`src/rtl/reset_seq_pkg.sv`:
```
// Shared types for the board reset sequencer.
//   seq_state_t : sequencer phases, in release order.
//   cause_t     : encoding of reset_cause_o.
//   cnt_width() : bits needed to hold a counter that must reach max_count.
package reset_seq_pkg;

  typedef enum logic [1:0] {
    WAIT_LOCK = 2'd0,
    HOLD      = 2'd1,
    CORE_UP   = 2'd2,
    RUN       = 2'd3
  } seq_state_t;

  typedef enum logic [1:0] {
    CAUSE_POR    = 2'd0,
    CAUSE_BUTTON = 2'd1,
    CAUSE_LOCK   = 2'd2,
    CAUSE_WDT    = 2'd3
  } cause_t;

  function automatic int unsigned cnt_width(input int unsigned max_count);
    return (max_count < 1) ? 1 : $clog2(max_count + 1);
  endfunction

endpackage

```
`src/rtl/reset_sequencer_button_debouncer.sv`:
```
// Reset-button conditioner: 2-flop synchronizer followed by a stability filter.
// The debounced level flips only after the synchronized input has disagreed with
// it for DebounceCycles consecutive cycles; one agreeing cycle restarts the count.
// Ports:
//   clk_i    : clock
//   rst_i    : asynchronous active-high reset (clears sync, counter, level)
//   button_i : raw button, active-high, asynchronous to clk_i
//   level_o  : debounced button level
//   press_o  : one-cycle pulse, registered together with the 0->1 flip of level_o
module button_debouncer
  import reset_seq_pkg::*;
#(
  parameter int unsigned DebounceCycles = 10
) (
  input  logic clk_i,
  input  logic rst_i,
  input  logic button_i,
  output logic level_o,
  output logic press_o
);

  localparam int unsigned CntW = cnt_width(DebounceCycles);

  logic [1:0]      sync_q;
  logic [CntW-1:0] cnt_q, cnt_d;
  logic            level_q, level_d;
  logic            press_q, press_d;

  always_comb begin
    cnt_d   = '0;
    level_d = level_q;
    press_d = 1'b0;
    if (sync_q[1] != level_q) begin
      // This cycle is the DebounceCycles-th disagreeing one: accept the new level.
      if (cnt_q == CntW'(DebounceCycles - 1)) begin
        level_d = sync_q[1];
        press_d = sync_q[1];
      end else begin
        cnt_d = cnt_q + 1'b1;
      end
    end
  end

  always_ff @(posedge clk_i or posedge rst_i) begin
    if (rst_i) begin
      sync_q  <= 2'b00;
      cnt_q   <= '0;
      level_q <= 1'b0;
      press_q <= 1'b0;
    end else begin
      sync_q  <= {sync_q[0], button_i};
      cnt_q   <= cnt_d;
      level_q <= level_d;
      press_q <= press_d;
    end
  end

  assign level_o = level_q;
  assign press_o = press_q;

endmodule

```
`src/rtl/reset_sequencer.sv`:
```
// Board-level reset generator. Qualifies PLL lock, debounces the reset button
// and releases a staged pair of resets: core first, peripherals PeriphDelayCycles
// later. The cause of the most recent reset and a saturating count of non-POR
// resets are kept until the next trigger or reset_i.
// Optional watchdog: define RESET_SEQ_WDT_EN to enable it (RUN only, cause 3).
// Without the macro wdt_kick_i is ignored.
// Ports:
//   clk_i         : system clock
//   reset_i       : asynchronous active-high block reset
//   pll_locked_i  : PLL lock, asynchronous to clk_i
//   button_i      : raw reset button, active-high, asynchronous
//   wdt_kick_i    : single-cycle watchdog kick
//   core_rst_o    : active-high reset to CPU core and bus
//   periph_rst_o  : active-high reset to peripherals
//   reset_cause_o : 0=POR 1=button 2=lock loss 3=watchdog
//   reset_count_o : non-POR resets, saturating at 255
//   state_o       : current sequencer phase (debug)
// Handshake: none; all outputs are registered levels, every input is sampled
// on each rising clk_i edge (async inputs through synchronizers first).
module reset_sequencer
  import reset_seq_pkg::*;
#(
  parameter int unsigned FPGAClkSpeed      = 50000000,
  parameter int unsigned DebounceMs        = 10,
  parameter int unsigned LockFilterCycles  = 256,
  parameter int unsigned HoldCycles        = 1024,
  parameter int unsigned PeriphDelayCycles = 64,
  parameter int unsigned WdtTimeoutCycles  = 50000000
) (
  input  logic       clk_i,
  input  logic       reset_i,
  input  logic       pll_locked_i,
  input  logic       button_i,
  input  logic       wdt_kick_i,
  output logic       core_rst_o,
  output logic       periph_rst_o,
  output logic [1:0] reset_cause_o,
  output logic [7:0] reset_count_o,
  output seq_state_t state_o
);

  localparam int unsigned DebounceCycles = FPGAClkSpeed / 1000 * DebounceMs;
  localparam int unsigned PhMaxLH = (LockFilterCycles > HoldCycles) ? LockFilterCycles : HoldCycles;
  localparam int unsigned PhMax   = (PhMaxLH > PeriphDelayCycles) ? PhMaxLH : PeriphDelayCycles;
  localparam int unsigned PhW     = cnt_width(PhMax);

  // ---------------------------------------------------------------- inputs
  logic [1:0] lock_sync_q;
  logic       lock_s;
  logic       press;
  logic       btn_level_unused;

  always_ff @(posedge clk_i or posedge reset_i) begin
    if (reset_i) lock_sync_q <= 2'b00;
    else         lock_sync_q <= {lock_sync_q[0], pll_locked_i};
  end
  assign lock_s = lock_sync_q[1];

  button_debouncer #(
    .DebounceCycles(DebounceCycles)
  ) u_button_debouncer (
    .clk_i   (clk_i),
    .rst_i   (reset_i),
    .button_i(button_i),
    .level_o (btn_level_unused),
    .press_o (press)
  );

  // ---------------------------------------------------------------- state
  seq_state_t     state_q;
  logic [PhW-1:0] phase_q, phase_nxt_d;
  logic           core_rst_q, periph_rst_q;
  cause_t         cause_q;
  logic [7:0]     count_q;
  logic           trig;
  cause_t         trig_cause;
  logic           wdt_timeout;

  assign phase_nxt_d = phase_q + 1'b1;

  // ---------------------------------------------------------------- watchdog
`ifdef RESET_SEQ_WDT_EN
  localparam int unsigned WdtW = cnt_width(WdtTimeoutCycles);
  logic [WdtW-1:0] wdt_q, wdt_d;

  always_comb begin
    wdt_d = '0;
    if (state_q == RUN && !wdt_kick_i) wdt_d = wdt_q + 1'b1;
  end

  assign wdt_timeout = (state_q == RUN) && (wdt_d == WdtW'(WdtTimeoutCycles));

  always_ff @(posedge clk_i or posedge reset_i) begin
    if (reset_i)   wdt_q <= '0;
    else if (trig) wdt_q <= '0;
    else           wdt_q <= wdt_d;
  end
`else
  localparam int unsigned unused_wdt_timeout = WdtTimeoutCycles;
  logic unused_wdt_kick;
  assign unused_wdt_kick = wdt_kick_i;
  assign wdt_timeout     = 1'b0;
`endif

  // ---------------------------------------------------------------- triggers
  // Only one cause per cycle: lock loss beats button beats watchdog.
  always_comb begin
    trig       = 1'b0;
    trig_cause = CAUSE_LOCK;
    if (state_q != WAIT_LOCK) begin
      if (!lock_s) begin
        trig       = 1'b1;
        trig_cause = CAUSE_LOCK;
      end else if (press) begin
        trig       = 1'b1;
        trig_cause = CAUSE_BUTTON;
      end else if (wdt_timeout) begin
        trig       = 1'b1;
        trig_cause = CAUSE_WDT;
      end
    end
  end

  // ---------------------------------------------------------------- FSM
  // phase_q is shared: lock filter in WAIT_LOCK, hold timer in HOLD,
  // peripheral delay in CORE_UP. Each transition restarts it from zero, so the
  // two reset outputs can never release on the same edge.
  always_ff @(posedge clk_i or posedge reset_i) begin
    if (reset_i) begin
      state_q      <= WAIT_LOCK;
      phase_q      <= '0;
      core_rst_q   <= 1'b1;
      periph_rst_q <= 1'b1;
      cause_q      <= CAUSE_POR;
      count_q      <= '0;
    end else if (trig) begin
      state_q      <= WAIT_LOCK;
      phase_q      <= '0;
      core_rst_q   <= 1'b1;
      periph_rst_q <= 1'b1;
      cause_q      <= trig_cause;
      if (count_q != 8'hFF) count_q <= count_q + 8'd1;
    end else begin
      case (state_q)
        WAIT_LOCK: begin
          // A press while already in reset is remembered but not counted.
          if (press) begin
            cause_q <= CAUSE_BUTTON;
            phase_q <= '0;
          end else if (!lock_s) begin
            phase_q <= '0;
          end else if (phase_nxt_d == PhW'(LockFilterCycles)) begin
            state_q <= HOLD;
            phase_q <= '0;
          end else begin
            phase_q <= phase_nxt_d;
          end
        end
        HOLD: begin
          if (phase_nxt_d == PhW'(HoldCycles)) begin
            core_rst_q <= 1'b0;
            state_q    <= CORE_UP;
            phase_q    <= '0;
          end else begin
            phase_q <= phase_nxt_d;
          end
        end
        CORE_UP: begin
          if (phase_nxt_d == PhW'(PeriphDelayCycles)) begin
            periph_rst_q <= 1'b0;
            state_q      <= RUN;
            phase_q      <= '0;
          end else begin
            phase_q <= phase_nxt_d;
          end
        end
        RUN: begin
          phase_q <= '0;
        end
        default: begin
          state_q <= WAIT_LOCK;
          phase_q <= '0;
        end
      endcase
    end
  end

  assign core_rst_o    = core_rst_q;
  assign periph_rst_o  = periph_rst_q;
  assign reset_cause_o = cause_q;
  assign reset_count_o = count_q;
  assign state_o       = state_q;

endmodule
```
`config.mk`:
```
export PLATFORM = sky130hd
export DESIGN_NAME = reset_sequencer
export DESIGN_NICKNAME = d
export VERILOG_FILES = /design/src/rtl/reset_seq_pkg.sv /design/src/rtl/reset_sequencer_button_debouncer.sv /design/src/rtl/reset_sequencer.sv
export SDC_FILE = /design/constraint.sdc
export NUM_CORES = 1
export LEC_CHECK = 0
export BUFFER_PORTS_ARGS = -buffer_cell sky130_fd_sc_hd__buf_2
export CELL_PAD_IN_SITES_DETAIL_PLACEMENT = 1
export CELL_PAD_IN_SITES_GLOBAL_PLACEMENT = 1
export CORE_ASPECT_RATIO = 1.75
export CORE_MARGIN = 4
export CORE_UTILIZATION = 50
export CTS_CLUSTER_SIZE = 16
export DETAILED_ROUTE_END_ITERATION = 12
export GPL_TIMING_DRIVEN = 0
export PLACE_DENSITY_LB_ADDON = 0.1
export SETUP_SLACK_MARGIN = 0.4
export SYNTH_ARGS = -nofsm -noshare
export SYNTH_HDL_FRONTEND = slang
export SYNTH_SLANG_ARGS = --single-unit
```
`constraint.sdc`:
```
create_clock -name clk_i -period 7.1 [get_ports clk_i]
set_input_delay 0 -clock clk_i [delete_from_list [all_inputs] [get_ports clk_i]]
set_output_delay 0 -clock clk_i [all_outputs]
set_load 0.01 [all_outputs]
```
**After elaboration in Yosys (flattened, before gate mapping)**

Index checks and enable logic that the tools add are counted.

- Equality and inequality tests: 14
- Add/sub/neg operators: 3
- Reductions and logical operators: 15
- Mux-type cells: 33

Operator list:

| cell | number |
|---|---|
| $mux W11 | 6 |
| $pmux W11 S4 | 1 |
| $mux W19 | 2 |
| $mux W2 | 12 |
| $add A19 B1 Y19 const B | 1 |
| $eq A19 B19 Y1 const B | 1 |
| $ne A3 B3 Y1 const B | 5 |
| $reduce_bool A2 Y1 | 7 |
| $add A11 B1 Y11 const B | 1 |
| $eq A11 B11 Y1 const B | 1 |
| $eq A11 B7 Y1 const B | 1 |
| $eq A11 B9 Y1 const B | 1 |
| $mux W1 | 11 |
| $reduce_and A2 Y1 | 5 |
| $add A8 B1 Y8 const B | 1 |
| $ne A8 B8 Y1 const B | 1 |
| $pmux W2 S3 | 1 |
| $reduce_and A6 Y1 | 1 |
| $eq A2 B2 Y1 const B | 2 |
| $reduce_bool A4 Y1 | 1 |
| $eq A2 B1 Y1 const B | 1 |
| $logic_not A2 Y1 | 1 |
| $ne A1 B1 Y1 | 1 |

- Register bits after elaboration: 50
- Input bits: 5

**Depth between registers and ports, before layout**

- Depth in word-level cells: 7
- Mapped depth: 8
- Mapped depth without buffers: 8

**Modules after synthesis**

From an unflattened synthesis, not the netlist that was laid out.

- Cells, all modules: 271
- Area, all modules: 2710.1 um2

By module, submodules not included:

| module | times used | area an instance (um2) | sequential area each (um2) | cells an instance |
|---|---|---|---|---|
| reset_sequencer | 1 | 1556.5 | 678.2 | 163 |
| button_debouncer | 1 | 1153.6 | 575.6 | 108 |

**Least setup slack after synthesis**

No wires, ideal clock.

- Path kind: reg-to-reg
- Start point: register phase_q[0]
- End point: register state_q[1] (netlist: state_o[1])
- Cell stages (with the launch flop): 9
- Setup time: 0.122 ns
- Arrival: 2.175 ns
- Path slack: 4.803 ns
- Required time: 6.978 ns
- Buffers on the path: 0
- Cells stage by stage: dfrtp_1 -> ha_1 -> nand3_2 -> or3_1 -> a211o_1 -> nand4b_4 -> a22o_4 -> a21o_1 -> a32o_1

- Cells in the longest elaborated chain, start to end: 4
- Elaborated cells on any way between the ends: 8

Ends and longest elaborated chain:

| what | line | source |
|---|---|---|
| from (decl) | reset_sequencer.sv:71 | `logic [PhW-1:0] phase_q, phase_nxt_d;` |
| from (signal assigned) | reset_sequencer.sv:156 | `phase_q <= phase_nxt_d;` |
| from (signal assigned) | reset_sequencer.sv:165 | `phase_q <= phase_nxt_d;` |
| from (signal assigned) | reset_sequencer.sv:174 | `phase_q <= phase_nxt_d;` |
| $add A11 B1 Y11 * | reset_sequencer.sv:79 | `assign phase_nxt_d = phase_q + 1'b1;` |
| $eq A11 B7 Y1 (tied with other cells) | reset_sequencer.sv:169 | `if (phase_nxt_d == PhW'(PeriphDelayCycles)) begin` |
| $ne A3 B3 Y1 (no line) | n/a |  |
| $reduce_and A6 Y1 (no line) * | n/a |  |
| to (signal assigned) | reset_sequencer.sv:162 | `state_q <= CORE_UP;` |
| to (signal assigned) | reset_sequencer.sv:171 | `state_q <= RUN;` |
| to (signal assigned) | reset_sequencer.sv:181 | `state_q <= WAIT_LOCK;` |
| to (decl) | reset_sequencer.sv:70 | `seq_state_t state_q;` |

Every way passes the cells marked *; elsewhere a longest branch is shown, timed or not.
A chain may end at the register's enable or synchronous reset.

**Worst setup path after layout**

Same ends and word-level chain as after synthesis.

==> run metrics <==
fmax=388 MHz; number of hold buffers added after cts=3; met2 Use GR=33.7%; Sequential Power Share=53.0%; crit-path max FO=9; setup TNS=0 ps; Initial Util=51.7%; Row Count=34; Slew @ Worst Pin=477 ps; Switching Share=20.4%; Clk pwr share=42.5%; Leakage Power=1.32 nW; yosys warns=0; Routed WL=5150 µm; post-CTS resize count=0; Mapped Area=0.00257 mm²; worst skew pair latency=300 ps; Top FF cell, synth=dfrtp_1; synthesized net count=267; Max Root-Sink Buffers=2; layout cell share with drive strength beyond 1=15.1%; CP endpoint kind=flip-flop; Worst EP required=7290 ps; Top Usage Layer GRT=met2; pin count of the biggest net entering global routing=43; Final HPWL DP=3890 µm; clock-pin slew on the worst setup and hold paths=90 ps; initial DRC count=74; layout net count=295; Die Y-Extent=103 µm; CP Class=reg -> reg; sequential fraction of the synthesis area=48.7%; Final Hold Fails=0; FF+latch count, synth=50; met1 Use GR=19.7%; router iterations before antenna repair=4; drt via density=5.63; core area=0.00498 mm²; Yosys top cell area share=46.7%; antenna-violating nets left=0; final worst path period share=36.3%; total number of vias=1,904; Chip Width=62.2 µm; final setup violation count=0; Placer Congestion=0.813; synth top area cells=dfrtp_1 47%, xor2_1 6.8%, nor2_1 6.1%; Avg Cell Area, Syn=10.1 µm²; count of pins over their slew limit=0; CTS Buf Count=5; CP Launch Type=flip-flop; total power=551 µW; Cells after Synth=255; Slew HR=68.2%; IO Pins=19; Area Overhead vs Synth=13.2%; flop-to-flop setup slack=4520 ps; ANT cells=0; DR WL/cell=15.2 µm; crit path DAT=2770 ps; Pint=438 µW; port buffer count=17; # clock sinks=50; Setup Skew=8.38 ps; aggregate global-route resource usage=17.7%; EDFF count, synth=0; sw power=112 µW; Comb pwr share=4.5%; status=completed; max-cap violations=0; depth of the CTS H-tree=2; worst hold path class=in -> async; Yosys top cell by area=dfrtp_1; RSZ-0062 raised after global routing=false; total gr overflow=0; DRC=0; Clock Tree Root=clkbuf_8; M3 GR Usage=1.96%; minimum clock period=2580 ps; Yosys cell types=49; die area=0.00640 mm²; initial antenna violation count=0; postcts setup bufs=0; vias in the first global route=1,963; Async SR Flop Fraction=100%; CTS tree=built; PwrDens=189 mW/mm²; first-pass GRT wire length=9310 µm; VDD IR max=0.000152 V
registers in the layout (all words and copies together), names as in the netlist:
| name | cells |
|---|---|
| u_button_debouncer.cnt_q | 19 |
| phase_q | 11 |
| core_rst_o | 1 |
| periph_rst_o | 1 |
| reset_cause_o | 2 |
| state_o | 2 |
| u_button_debouncer.press_o | 1 |
| reset_count_o | 8 |
| lock_sync_q | 2 |
| u_button_debouncer.sync_q | 2 |
| u_button_debouncer.level_o | 1 |
cell usage in the layout (no fill, tap or decap), types with 2 or more instances in the layout:
cell           synthesis  layout
buf_6                  2       2
o31ai_1                2       2
mux2_2                 2       2
xor2_1                20      20
nor4b_1                2       2
or3_1                  3       3
buf_2                  2      19
a21oi_1                4       4
nand4b_1               2       2
dfrtp_1               48      48
dlygate4sd3_1          0       3
nand3_1               13      13
a31oi_1                2       2
and3_1                 6       6
nor2_1                42      42
nand2_1               18      18
nor3b_1                2       2
inv_1                 10       9
bufinv_16              0       2
dfstp_2                2       2
and2_1                 3       3
ha_1                   7       7
nand4_1                7       7
nor3_1                 4       4
clkbuf_1               3       3
o21ai_0                7       7
o22ai_1                2       2
a211oi_1               2       2
xnor2_1               16      16
clkbuf_8               0       5
worst paths after layout:
kind | cells past startpoint | to | startpoint
min | 3 | lock_sync_q[1]$_DFF_PP0_ | reset_i
max reg2reg | 8 | state_o[1]$_DFFE_PP0P_ | phase_q[0]$_DFF_PP0_
min in group clk_i | 2 | lock_sync_q[0]$_DFF_PP0_ | pll_locked_i
max | 8 | state_o[1]$_DFFE_PP0P_ | phase_q[0]$_DFF_PP0_
max in group asynchronous | 4 | u_button_debouncer.cnt_q[1]$_DFF_PP0_ | reset_i
min reg2reg | 0 | u_button_debouncer.sync_q[1]$_DFF_PP0_ | u_button_debouncer.sync_q[0]$_DFF_PP0_
synthesized netlist by cell type, types with 2 or more instances:
cell type   n
and3_1      6
xnor2_1    16
inv_1      10
o31ai_1     2
and2_1      3
ha_1        7
nand3_1    13
a21oi_1     4
nand4_1     7
dfrtp_1    48
nor3_1      4
buf_6       2
nand4b_1    2
a31oi_1     2
nand2_1    18
mux2_2      2
o21ai_0     7
buf_2       2
nor4b_1     2
dfstp_2     2
nor2_1     42
xor2_1     20
clkbuf_1    3
o22ai_1     2
nor3b_1     2
or3_1       3
a211oi_1    2
worst max-delay path, stage by stage (launching register included):
cell      delay [ps]
dfrtp_1          420
ha_1             280
nand3_2          200
or3_1            390
a211o_1          300
nand4b_4         190
a22o_4           270
a21o_1           210
a32o_1           200
through the flow:
stage	area (µm²)	worst slack [ps]	cells	hold WS, ps	util (%)
final	2910	4520	338	150	58.5
after global routing	2910	4310	338	150	58.5
after CTS	2910	4500	338	144	58.5
after detailed placement	2750	4530	327	-72.8	55.2
after global placement	2730	4530	326	108	54.8
after floorplan	2570	4800	255	31.4	-
cell families after synthesis:
family,Yosys count,synth area share (%)
AOI/OAI and AO/OA,30,9.04
xor gates and xnor gates,36,12.3
adders and majority gates,7,3.40
buffers and inverters,19,3.60
DFF,50,48.7
muxes,3,1.26
and+or+nand+nor,110,21.7
layer usage:
| metal | vias to the layer above | part of all wire (%) |
|---|---|---|
| met5 | - | 0 |
| met4 | 0 | 2.5 |
| met3 | 13 | 1.7 |
| met2 | 17 | 57 |
| met1 | 946 | 39 |
| li1 | 928 | - |
power groups by stage:
stage	registers (mW)	logic (mW)	clock network [mW]
6_report	0.292	0.0248	0.234
5_1_grt	0.292	0.0288	0.256
4_1_cts	0.292	0.0257	0.245
3_5_place_dp	0.297	0.0243	0
3_3_place_gp	0.297	0.0223	0
2_1_floorplan	0.297	0.0172	0
cell type report:
cell class	instances	area (µm²)
fillers	562	2060
flip-flops and latches	50	1250
multi-input cells	186	1230
repair buffers	21	135
clock buffers	5	68.8
clock inverters	3	68.8
well taps	54	67.6
plain buffers	9	55.1
inverters	10	37.5
(Power assumes the default switching activity.)
